--- config.mk ---
export PLATFORM = sky130hd
export DESIGN_NAME = uart_rx_fifo
export DESIGN_NICKNAME = d
export VERILOG_FILES = /design/src/rtl/uart_rx_fifo.sv
export SDC_FILE = /design/constraint.sdc
export NUM_CORES = 1
export LEC_CHECK = 0
export CORE_ASPECT_RATIO = 1.2
export CORE_MARGIN = 3
export CORE_UTILIZATION = 40
export CTS_CLUSTER_DIAMETER = 150
export CTS_CLUSTER_SIZE = 14
export DETAILED_ROUTE_END_ITERATION = 16
export REMOVE_ABC_BUFFERS = 1
export SKIP_LAST_GASP = 1
export SLEW_MARGIN = 20
export SYNTH_ARGS = -nofsm -noshare
export SYNTH_HDL_FRONTEND = slang
export SYNTH_SLANG_ARGS = --single-unit
--- constraint.sdc ---
create_clock -name clk -period 3.21 [get_ports clk]
set_clock_uncertainty 0.15 [all_clocks]
set_input_delay 0.4815 -clock clk [delete_from_list [all_inputs] [get_ports clk]]
set_output_delay 0.4815 -clock clk [all_outputs]
set_load 0.01 [all_outputs]
--- src/rtl/uart_rx_fifo.sv ---
// 8N1 serial receiver with 16x oversampling feeding a first-word fall-through FIFO.
// Runs entirely on the board clock; bytes leave over a valid/ready pop interface.
module uart_rx_fifo #(
  parameter int CLK_FREQUENCY = 50000000,
  parameter int BAUD_RATE     = 115200,
  parameter int FIFO_DEPTH    = 8
) (
  input  logic                          clk,
  input  logic                          reset_n,
  input  logic                          uart_rx,
  output logic [7:0]                    rd_data,
  output logic                          rd_valid,
  input  logic                          rd_ready,
  output logic [$clog2(FIFO_DEPTH):0]   fifo_count,
  output logic                          frame_err,
  output logic                          overrun
);

  localparam int DATA_W = 8;
  localparam int DIV    = CLK_FREQUENCY / (BAUD_RATE * 16);
  localparam int DIV_W  = (DIV > 1) ? $clog2(DIV) : 1;
  localparam int AW     = $clog2(FIFO_DEPTH);
  localparam int CW     = AW + 1;

  typedef enum logic [2:0] {S_IDLE, S_START, S_DATA, S_STOP, S_BREAK} state_t;

  state_t              state_q, state_d;
  logic                rx_meta_p0, rx_s;
  logic [DIV_W-1:0]    div_cnt;
  logic                tick;
  logic [3:0]          os_cnt;
  logic [2:0]          bit_idx;
  logic [DATA_W-1:0]   shift_p;
  logic                push, stop_bad, sample_bit;

  logic [DATA_W-1:0]   mem [FIFO_DEPTH];
  logic [AW-1:0]       wr_ptr, rd_ptr;
  logic [CW-1:0]       count;
  logic                full, pop, wr_en;

  // Stage p0/p1: two-flop synchroniser, idles high out of reset
  always_ff @(posedge clk or negedge reset_n) begin
    if (!reset_n) begin
      rx_meta_p0 <= 1'b1;
      rx_s       <= 1'b1;
    end else begin
      rx_meta_p0 <= uart_rx;
      rx_s       <= rx_meta_p0;
    end
  end

  // Held at zero while idle so the first tick lands DIV cycles after the start edge
  assign tick = (div_cnt == DIV_W'(DIV - 1));

  always_ff @(posedge clk or negedge reset_n) begin
    if (!reset_n) begin
      div_cnt <= '0;
    end else if (state_q == S_IDLE || tick) begin
      div_cnt <= '0;
    end else begin
      div_cnt <= div_cnt + DIV_W'(1);
    end
  end

  always_ff @(posedge clk or negedge reset_n) begin
    if (!reset_n) begin
      state_q <= S_IDLE;
    end else begin
      state_q <= state_d;
    end
  end

  always_comb begin
    state_d = state_q;
    case (state_q)
      S_IDLE:  if (!rx_s) state_d = S_START;
      S_START: if (tick && os_cnt == 4'd7) state_d = rx_s ? S_IDLE : S_DATA;
      S_DATA:  if (tick && os_cnt == 4'd15 && bit_idx == 3'd7) state_d = S_STOP;
      S_STOP:  if (tick && os_cnt == 4'd15) state_d = rx_s ? S_IDLE : S_BREAK;
      S_BREAK: if (rx_s) state_d = S_IDLE;
      default: state_d = S_IDLE;
    endcase
  end

  always_comb begin
    push       = 1'b0;
    stop_bad   = 1'b0;
    sample_bit = 1'b0;
    case (state_q)
      S_DATA: sample_bit = tick && (os_cnt == 4'd15);
      S_STOP: begin
        push     = tick && (os_cnt == 4'd15) && rx_s;
        stop_bad = tick && (os_cnt == 4'd15) && !rx_s;
      end
      default: ;
    endcase
  end

  // Oversample count restarts on every state change; 16 ticks per bit wrap naturally
  always_ff @(posedge clk or negedge reset_n) begin
    if (!reset_n) begin
      os_cnt  <= '0;
      bit_idx <= '0;
    end else begin
      if (state_d != state_q) begin
        os_cnt <= '0;
      end else if (tick) begin
        os_cnt <= os_cnt + 4'd1;
      end
      if (state_q == S_START) begin
        bit_idx <= '0;
      end else if (sample_bit) begin
        bit_idx <= bit_idx + 3'd1;
      end
    end
  end

  always_ff @(posedge clk) begin
    if (sample_bit) begin
      shift_p <= {rx_s, shift_p[DATA_W-1:1]};
    end
  end

  // Stage p2: FIFO write/pop; a pop frees the slot a same-cycle push lands in
  assign full  = (count == CW'(FIFO_DEPTH));
  assign pop   = rd_valid && rd_ready;
  assign wr_en = push && (!full || pop);

  always_ff @(posedge clk) begin
    if (wr_en) begin
      mem[wr_ptr] <= shift_p;
    end
  end

  always_ff @(posedge clk or negedge reset_n) begin
    if (!reset_n) begin
      wr_ptr    <= '0;
      rd_ptr    <= '0;
      count     <= '0;
      frame_err <= 1'b0;
      overrun   <= 1'b0;
    end else begin
      if (wr_en) wr_ptr <= wr_ptr + AW'(1);
      if (pop)   rd_ptr <= rd_ptr + AW'(1);
      case ({wr_en, pop})
        2'b10:   count <= count + CW'(1);
        2'b01:   count <= count - CW'(1);
        default: count <= count;
      endcase
      frame_err <= stop_bad;
      overrun   <= push && full && !pop;
    end
  end

  assign rd_valid   = (count != '0);
  assign rd_data    = rd_valid ? mem[rd_ptr] : '0;
  assign fifo_count = count;

endmodule

==> results of run 1 <==
layout by cell type (no fill, tap or decap), types with 4 or more instances in the layout:
master / count
nand3_1: 4
dfrtp_1: 27
clkbuf_16: 9
mux2i_1: 11
edfxtp_1: 72
a21oi_1: 4
xor2_1: 4
mux4_2: 16
xnor2_1: 9
buf_4: 17
clkdlybuf4s50_1: 18
inv_1: 6
nand2_1: 12
nor2_1: 29
ha_1: 9
report_power, final:
part / leakage, nW / internal (mW) / total [mW] / switching, mW
combinational: 0.645 / 0.554 / 0.960 / 0.405
sequential: 0.999 / 1.43 / 1.51 / 0.0761
clock: 0.137 / 0.541 / 1.02 / 0.482
stage by stage:
| step | hold WS, ns | power (mW) | utilization [%] | std cells |
|---|---|---|---|---|
| after floorplan | 0.03591 | 2.114 | - | 249 |
| after global placement | 0.1963 | 2.502 | 45.57 | 410 |
| after detailed placement | 0.1985 | 2.517 | 45.57 | 410 |
| after CTS | 0.2095 | 3.541 | 48.37 | 426 |
| after global routing | 0.2164 | 3.684 | 48.41 | 426 |
| final | 0.2087 | 3.491 | 48.41 | 426 |
per-layer routing:
layer,global-route usage [%],vias up,wire (um)
li1,-,1058,-
met1,17.11,1097,3220
met4,5.124,0,108
met2,22.16,30,3733
met5,0,-,0
met3,2.125,9,206
synth_stat cells, drive strengths merged:
master  count  area [sq um]
and2        1         6.260
nor4        3         18.77
a21boi      1         7.510
buf         8         43.79
xnor2       9         78.83
fa          1         20.02
and3        1         6.260
dfstp       2         52.55
mux2i      11         110.1
ha          9         112.6
inv         7         26.27
mux2        3         33.78
and2b       1         7.510
xor2        4         35.03
clkbuf      4         16.26
a311o       1         10.01
o21ai       2         10.01
mux4       16         360.4
a211o       2         17.52
nor2       31         126.4
dfrtp      27         675.7
nand4b      2         32.53
nand2b      3         18.77
nor3        4         25.02
and4b       1         10.01
nand3b      1         7.510
edfxtp     72          2162
a21oi       5         25.02
or3         4         35.03
nand2      12         45.04
or4         1         11.26
o31ai       1         7.510
a311oi      1         8.760
a21o        1         7.510
nand3       4         20.02
a31oi       1         6.260
nand4       3         18.77
nor3b       1         7.510
registers in the layout, indices dropped and copies added, names as in the netlist:
name and cells:
bit_idx 3, div_cnt 5, fifo_count 4, frame_err 1, mem 64, os_cnt 4, overrun 1, rd_ptr 3
rx_meta_p0 1, rx_s 1, shift_p 8, state_q 3, wr_ptr 3
logic make-up after synthesis:
family	after synthesis	synth area share, %
XOR/XNOR	13	2.696
adder cells (fa/ha/maj)	10	3.140
AO/OA/AOI/OAI	15	2.370
multiplexers	30	11.94
buffers and inverters	19	2.044
flip-flops	101	68.42
AND/OR/NAND/NOR	73	9.390
worst max-delay path by stage:
stage,startpoint,end,slack [ns]
detailed placement,div_cnt[0],fifo_count[3],0.17
global route,div_cnt[0],fifo_count[3],0.10
CTS,div_cnt[0],fifo_count[3],0.17
floorplan,div_cnt[0],fifo_count[3],0.27
finish,div_cnt[0],fifo_count[3],0.28
global placement,div_cnt[0],fifo_count[3],0.24
layout make-up:
class                      count  area, sq um  share of cell area, %
tap                          126        157.7                  3.205
timing repair buffer          35        307.8                  6.258
clock buffer                  10        229.0                  4.655
clock inverter                 6        56.30                  1.145
inverter                       7        26.28                 0.5342
sequential                   101         2890                  58.76
multi-input combinational    141         1251                  25.44
worst max-delay path, stage by stage, from the launching register on:
cell	delay, ns
dfrtp_1	0.40
inv_1	0.07
ha_1	0.21
nand4b_4	0.14
or4_4	0.54
nand2_1	0.11
inv_1	0.08
ha_1	0.28
a21o_1	0.19
a21oi_2	0.19
or3_4	0.15
a21oi_1	0.06
a311o_1	0.26
==> run_results.csv, run 1 <==
group,metric,value,unit
routing,drc_errors,0,
placement,pre_cts_ws,0.1743,ns
floorplanning,start_util,41.58,%
run,cap_viol_max_count,0,
clocking,cts_tree,"built",
power_and_ir_drop,leakagePower,1.781,nW
global_routing,grt-ovfl-total,0,
routing,wl_per_cell,17.06,um
clocking,htreeDepth,3,
worst_hold_path,whs_path_depth,0,
finish,nFillCells,884,
floorplanning,fp.dieH,118.6,um
timing,fmax,340.9,MHz
routing,routed_via_density,5.150,
yosys,avgSynthCellArea,16.18,sq um
global_routing,track_usage,13.23,%
global_routing,grt_pass1_wl,11830,um
finish,n_antenna_cell,0,
clocking,postCtsSetupRepairBufs,0,
placement,dpl_cell_area,4629,sq um
timing,period_minus_slack,2.934,ns
timing,slew_headroom,58.43,%
clocking,cts.reportedPaths.clkPinSlew,0.07,ns
floorplanning,fp.dieArea,11830,sq um
finish,drive_above_1_share,20.67,%
routing,drt_first_pass_iters,4,
worst_hold_path,hold_path.startpoint,"rx_meta_p0",
routing,routed_wl,7269,um
setup_path,reg2regPathDepth,12,
global_routing,grt_pass1_vias,2253,
placement,portBuffers,18,
status,outcome,"complete, no violations",
setup_path,path_class,"reg2reg",
yosys,syn_area,4224,sq um
floorplanning,core_region_area,10160,sq um
yosys,synthesis.instances,261,
setup_path,r2r-start,"div_cnt[0]",
clocking,cts_root_buffer,"clkbuf_16",
timing,min_period_over_period,91.39,%
clocking,insertion_delay,0.34,ns
yosys,yosys_register_bits,101,
finish,finish.instance_area,4918,sq um
clocking,cts_buffers,9,
worst_hold_path,min_to,"rx_s",
setup_path,critPathLaunchType,"flip-flop",
routing,ant_nets,0,
timing,worst_slack,0.2764,ns
setup_path,critPathCaptureType,"flip-flop",
timing,rsz0062_at_grt,"false",
power_and_ir_drop,ir_drop,0.0004155,V
global_routing,grt_max_degree,30,
setup_path,reg2reg_slack,0.28,ns
setup_path,r2r_end,"fifo_count[3]",
yosys,synthDistinctLibCells,47,
clocking,hold_buffers,0,
setup_path,cp_data_arrival_time,3.01,ns
routing,drtIter0Drc,64,
timing,drv_slew,0,
yosys,ys_seq_area_share,68.42,%
timing,final-hold-violation-count,0,
setup_path,crit_fanout,4,
finish,areaGrowthSynthToFinish,16.44,%
timing,fin_setup_tns,0,ns
placement,detailed_place_hpwl,4645,um
finish,nets,309,
yosys,yosys_warnings,0,
worst_hold_path,hp-class,"reg2reg",
routing,vias,2194,
clocking,clockBufferDepth,2,
floorplanning,rows,40,
timing,setup_viol,0,
floorplanning,die_w,99.81,um
placement,routabilityCongestion,0.7753,
setup_path,required,3.28,ns
floorplanning,io_pins,19,
global_routing,antenna_found_initial,0,
clocking,cts_sinks,101,
timing,worstMarginPinSlew,0.6183,ns
clocking,cts_resized,0,
power_and_ir_drop,p_per_area,709.7,nW/um^2
Note: power is estimated with default switching activity, not from simulation.
==> inputs of run 2 (changes only) <==
==> constraint.sdc (replaced) <==
create_clock -name clk -period 3 [get_ports clk]
set_clock_uncertainty 0.15 [all_clocks]
set_input_delay 0.45 -clock clk [delete_from_list [all_inputs] [get_ports clk]]
set_output_delay 0.45 -clock clk [all_outputs]
set_load 0.01 [all_outputs]
==> run 2 against run 1 <==
  * Routed wire length down 0.21%
  * Clock-buffer cell count up 1
  * Flip-flop and latch count unchanged
  * Clock power up 13%
  * First-iteration DRC count up 4.7%
  * Critical path depth down 1
  * Setup slack worse by 0.15 ns
  * Critical endpoint unchanged
  * Largest cell class unchanged
  * Largest power group unchanged
==> run_results.csv, run 2 (synthesis gave the netlist of run 1 again) <==
group,metric,value,unit
setup_path,critPathCaptureType,"flip-flop",
setup_path,r2r-start,"os_cnt[0]",
placement,dp.cells,415,
floorplanning,die_w,99.81,um
placement,portBuffers,18,
finish,finish.instance_area,4996,sq um
clocking,insertion_delay,0.33,ns
finish,nets,315,
setup_path,required,3.07,ns
worst_hold_path,hp-class,"reg2reg",
setup_path,reg2reg_slack,0.12,ns
clocking,cts_buffers,9,
clocking,clockBufferDepth,2,
finish,final_util,49.17,%
run,cap_viol_max_count,0,
setup_path,cp-startpoint,"os_cnt[0]",
timing,whs,0.2060,ns
timing,drv_slew,0,
routing,drtIter0Drc,67,
finish,largest-register,"mem",
timing,min_period_over_period,95.85,%
global_routing,antenna_found_initial,0,
power_and_ir_drop,leakagePower,1.820,nW
setup_path,critPathLaunchType,"flip-flop",
finish,fin_cells,432,
floorplanning,fp.dieH,118.6,um
finish,final_cell_mix,"edfxtp_1, nor2_1, dfrtp_1, buf_4, clkdlybuf4s50_1",
routing,wl_per_cell,16.79,um
finish,nFillCells,872,
routing,drc_errors,0,
finish,top_regs,"mem x64, shift_p x8, div_cnt x5",
placement,detailed_place_hpwl,4728,um
clocking,cts.reportedPaths.clkPinSlew,0.07,ns
worst_hold_path,hold_path.startpoint,"rx_meta_p0",
finish,n_antenna_cell,0,
clocking,cts_tree,"built",
finish,drive_above_1_share,22.55,%
global_routing,track_usage,12.97,%
timing,worstMarginPinSlew,0.6278,ns
timing,fmax,347.8,MHz
placement,routabilityCongestion,0.7661,
global_routing,grt-ovfl-total,0,
setup_path,crit_fanout,4,
finish,areaGrowthSynthToFinish,18.28,%
routing,ant_nets,0,
setup_path,path_class,"reg2reg",
floorplanning,start_util,41.58,%
global_routing,grt_pass1_vias,2241,
status,outcome,"complete, no violations",
floorplanning,io_pins,19,
global_routing,grt_max_degree,30,
clocking,htreeDepth,3,
clocking,cts_sinks,101,
floorplanning,rows,40,
timing,slew_headroom,57.79,%
floorplanning,fp.dieArea,11830,sq um
routing,routed_wl,7254,um
timing,fin_setup_tns,0,ns
routing,vias,2242,
power_and_ir_drop,ir_drop,0.0004125,V
placement,dpl_cell_area,4679,sq um
global_routing,grt_pass1_wl,11600,um
routing,drt_first_pass_iters,4,
timing,period_minus_slack,2.876,ns
clocking,cts_root_buffer,"clkbuf_16",
routing,routed_via_density,5.190,
finish,final_common_cell,"edfxtp_1",
setup_path,cp_data_arrival_time,2.95,ns
timing,setup_viol,0,
timing,final-hold-violation-count,0,
power_and_ir_drop,p_per_area,767.2,nW/um^2
floorplanning,core_region_area,10160,sq um
finish,largest_reg_flops,64,
-- run 2: cell count changes in the layout (fill, tap and decap cells not counted), sizes merged --
cell / before / now
inv: 9 / 8
clkbuf: 10 / 11
buf: 17 / 23
bufinv: 0 / 1
clkinv: 3 / 2
-- run 2: path summary, 6_finish.rpt --
kind                            cells after the start             to
worst max-delay path                               11  fifo_count[3]
worst min-delay path                                0           rx_s
worst max register to register                     11  fifo_count[3]
worst min register to register                      0           rx_s
max in group asynchronous                           2     rx_meta_p0
min in group asynchronous                           2  fifo_count[2]
-- run 2: timing repair --
action / in CTS / in global routing
setup endpoints to repair: 0 / 1
hold buffers: 0 / 0
resized for setup: 0 / 2
setup buffers: 0 / 1
-- run 2: where the power goes --
part           switching (mW)  internal, mW
registers              0.0873          1.53
clock network           0.479         0.672
logic                   0.437         0.624
-- run 2: per-layer routing --
metal	vias to the layer above	part of all wire [%]	GRT usage (%)
li1	1058	-	-
met1	1137	44	16.84
met2	39	51	21.16
met3	8	3.8	3.365
met4	0	1.2	4.184
met5	-	0	0
-- run 2: worst max-delay path: stages (launching register included) --
cell     delay (ns)
dfrtp_1        0.39
ha_1           0.22
nand3_1        0.15
or4_4          0.51
nand2_1        0.11
inv_1          0.09
ha_1           0.29
a21o_1         0.20
a21oi_2        0.19
or3_4          0.16
a21oi_1        0.05
a311o_1        0.27
-- run 2: through the flow --
step	total power [mW]	setup slack [ns]
after detailed placement	2.719	0.02842
after global routing	4.034	-0.01080
after CTS	3.874	0.02335
after global placement	2.703	0.09062
after floorplan	2.262	0.05870
final	3.833	0.1244
-- run 2: layout make-up --
type	instances	area [sq um]	area share [%]
Timing Repair Buffer	41	365.4	7.313
Clock buffer	11	242.7	4.859
Sequential cell	101	2890	57.85
Clock inverter	5	60.06	1.202
Inverter	7	26.28	0.5259
Tap cell	126	157.7	3.156
Multi-Input combinational cell	141	1254	25.09
==> inputs of run 3 (changes only) <==
--- a/config.mk
+++ b/config.mk
@@ -11,6 +11,8 @@
 export CTS_CLUSTER_DIAMETER = 150
 export CTS_CLUSTER_SIZE = 14
 export DETAILED_ROUTE_END_ITERATION = 16
+export GPL_TIMING_DRIVEN = 0
+export MAX_ROUTING_LAYER = met4
 export REMOVE_ABC_BUFFERS = 1
 export SKIP_LAST_GASP = 1
 export SLEW_MARGIN = 20
==> run 3 against run 2 <==
  * The run now ends with hold timing left
  * Maximum frequency shrank 0.96%
  * Sequential power grew 7%
  * Critical path depth shrank 5
  * Routed wire length grew 0.81%
  * Clock-buffer cell count shrank 2
  * Global-route usage grew 0.40 points
  * Hold slack lost 0.22 ns
  * Register-to-register slack lost 0.03 ns
  * Total power shrank 3.1%
  * Setup slack lost 0.028 ns
  * Critical path type unchanged
  * Largest cell class unchanged
  * Highest routed layer unchanged
==> run_results.csv, run 3 (synthesis gave the netlist of run 1 again) <==
group,metric,value,unit
status,outcome,"finished with violations",
status,violations,"hold timing",
timing,slew_headroom,36.93,%
timing,drv_slew,0,
finish,nets,302,
timing,setup_viol,0,
finish,final_util,48.20,%
floorplanning,start_util,41.58,%
power_and_ir_drop,p_per_area,758.8,nW/um^2
clocking,clockBufferDepth,2,
power_and_ir_drop,p_comb_share,24.5,%
setup_path,cp_top_family,"simple AND/OR/NAND/NOR gates",
global_routing,grt_pass1_wl,11730,um
placement,dp.cells,396,
finish,final_cell_mix,"edfxtp_1, dfrtp_1, nor2_1, clkdlybuf4s50_1, mux4_2",
setup_path,critPathCaptureType,"flip-flop",
routing,drt_first_pass_iters,4,
finish,top_regs,"mem x64, shift_p x8, div_cnt x5",
power_and_ir_drop,switching_power,1.026,mW
setup_path,reg2regPathDepth,6,
global_routing,grt_pass1_vias,2263,
floorplanning,die_w,99.81,um
setup_path,cp_data_arrival_time,2.72,ns
floorplanning,rows,40,
floorplanning,core_region_area,10160,sq um
setup_path,cp_slowest_cell,"or4_4",
clocking,cts.reportedPaths.clkPinSlew,0.07,ns
finish,drive_above_1_share,23.89,%
routing,routed_wl,7313,um
global_routing,grt-ovfl-total,0,
routing,wl_per_cell,17.45,um
power_and_ir_drop,total_power,3.716,mW
power_and_ir_drop,cellInternalPower,2.690,mW
global_routing,grt_max_degree,30,
timing,min_period_over_period,96.78,%
timing,final-hold-violation-count,23,
finish,n_antenna_cell,0,
power_and_ir_drop,ir_drop,0.0004063,V
finish,largest-register,"mem",
finish,final_common_cell,"edfxtp_1",
routing,ant_nets,0,
routing,drtIter0Drc,114,
power_and_ir_drop,clkPwrFrac,28.8,%
setup_path,required,2.82,ns
setup_path,slowest_delay,0.59,ns
timing,period_minus_slack,2.904,ns
floorplanning,io_pins,19,
clocking,cts_sinks,101,
setup_path,critPathLaunchType,"flip-flop",
placement,detailed_place_hpwl,4615,um
setup_path,crit_fanout,8,
clocking,cts_root_buffer,"clkbuf_16",
setup_path,cp_num_buf_inv,1,
routing,routed_via_density,5.236,
global_routing,antenna_found_initial,0,
clocking,cts_tree,"built",
placement,portBuffers,18,
routing,vias,2194,
finish,fin_cells,419,
placement,routabilityCongestion,0.7252,
timing,whs,-0.01134,ns
timing,worstMarginPinSlew,0.9374,ns
finish,areaGrowthSynthToFinish,15.94,%
clocking,htreeDepth,3,
clocking,insertion_delay,0.34,ns
power_and_ir_drop,p_seq_share,46.7,%
timing,fin_setup_tns,0,ns
setup_path,critical_path_depth,6,
setup_path,path_class,"reg2reg",
setup_path,cp_cell_sequence,"inv_1 > ha_2 > nand4b_4 > or4_4 > or3_1 > nor2_2",
routing,drc_errors,0,
clocking,cts_buffers,9,
floorplanning,fp.dieH,118.6,um
timing,rsz0062_at_grt,"true",
global_routing,track_usage,13.37,%
finish,largest_reg_flops,64,
run,cap_viol_max_count,0,
timing,fmax,344.4,MHz
worst_hold_path,hp-class,"in2async",
power_and_ir_drop,switching_share,27.62,%
floorplanning,fp.dieArea,11830,sq um
power_and_ir_drop,leakagePower,1.741,nW
## run 3: area by class of cell
cell class | count | area [sq um]
tap | 126 | 157.7
timing repair buffer | 28 | 245.2
clock buffer | 9 | 225.2
multi-input combinational | 141 | 1300
fill | 889 | 5263
inverter | 7 | 26.28
clock inverter | 7 | 47.55
sequential | 101 | 2895
## run 3: per-stage QoR
| stage | area [sq um] | worst slack (ns) |
|---|---|---|
| global placement | 4502 | -0.6329 |
| detailed placement | 4534 | -0.2448 |
| global route | 4897 | -0.05172 |
| finish | 4897 | 0.09649 |
| floorplan | 4164 | 0.05870 |
| CTS | 4832 | -0.1030 |
## run 3: what timing repair did
item,in CTS,in global routing
buffers inserted,1,6
resized for setup,7,7
endpoints found under the setup margin,57,31
pin swaps,2,4
hold endpoints to repair,0,0
hold buffers,0,0
gates cloned,0,0
## run 3: layer usage
metal	vias to the layer above	GRT usage, %	wire (um)
li1	1033	-	-
met1	1116	17.28	3338
met2	32	21.29	3680
met3	13	2.361	186
met4	0	4.611	107
met5	-	-	0
## run 3: final timing paths
check,start,slack [ns],to
worst min-delay path,reset_n,-0.01,fifo_count[2]
worst min register to register,rx_meta_p0,0.21,rx_s
min in group clk,rx_meta_p0,0.21,rx_s
worst max register to register,div_cnt[0],0.1,mem[4][4]
worst max-delay path,div_cnt[0],0.1,mem[4][4]
max in group asynchronous,reset_n,2.22,rd_ptr[0]
## run 3: power groups by stage
stage               logic (mW)  clock network (mW)  registers (mW)
floorplan                0.547                   0            1.71
global placement         0.877                   0            1.78
detailed placement       0.883                   0            1.78
CTS                      0.898                1.08            1.75
global route             0.996                1.14            1.76
finish                   0.911                1.07            1.74
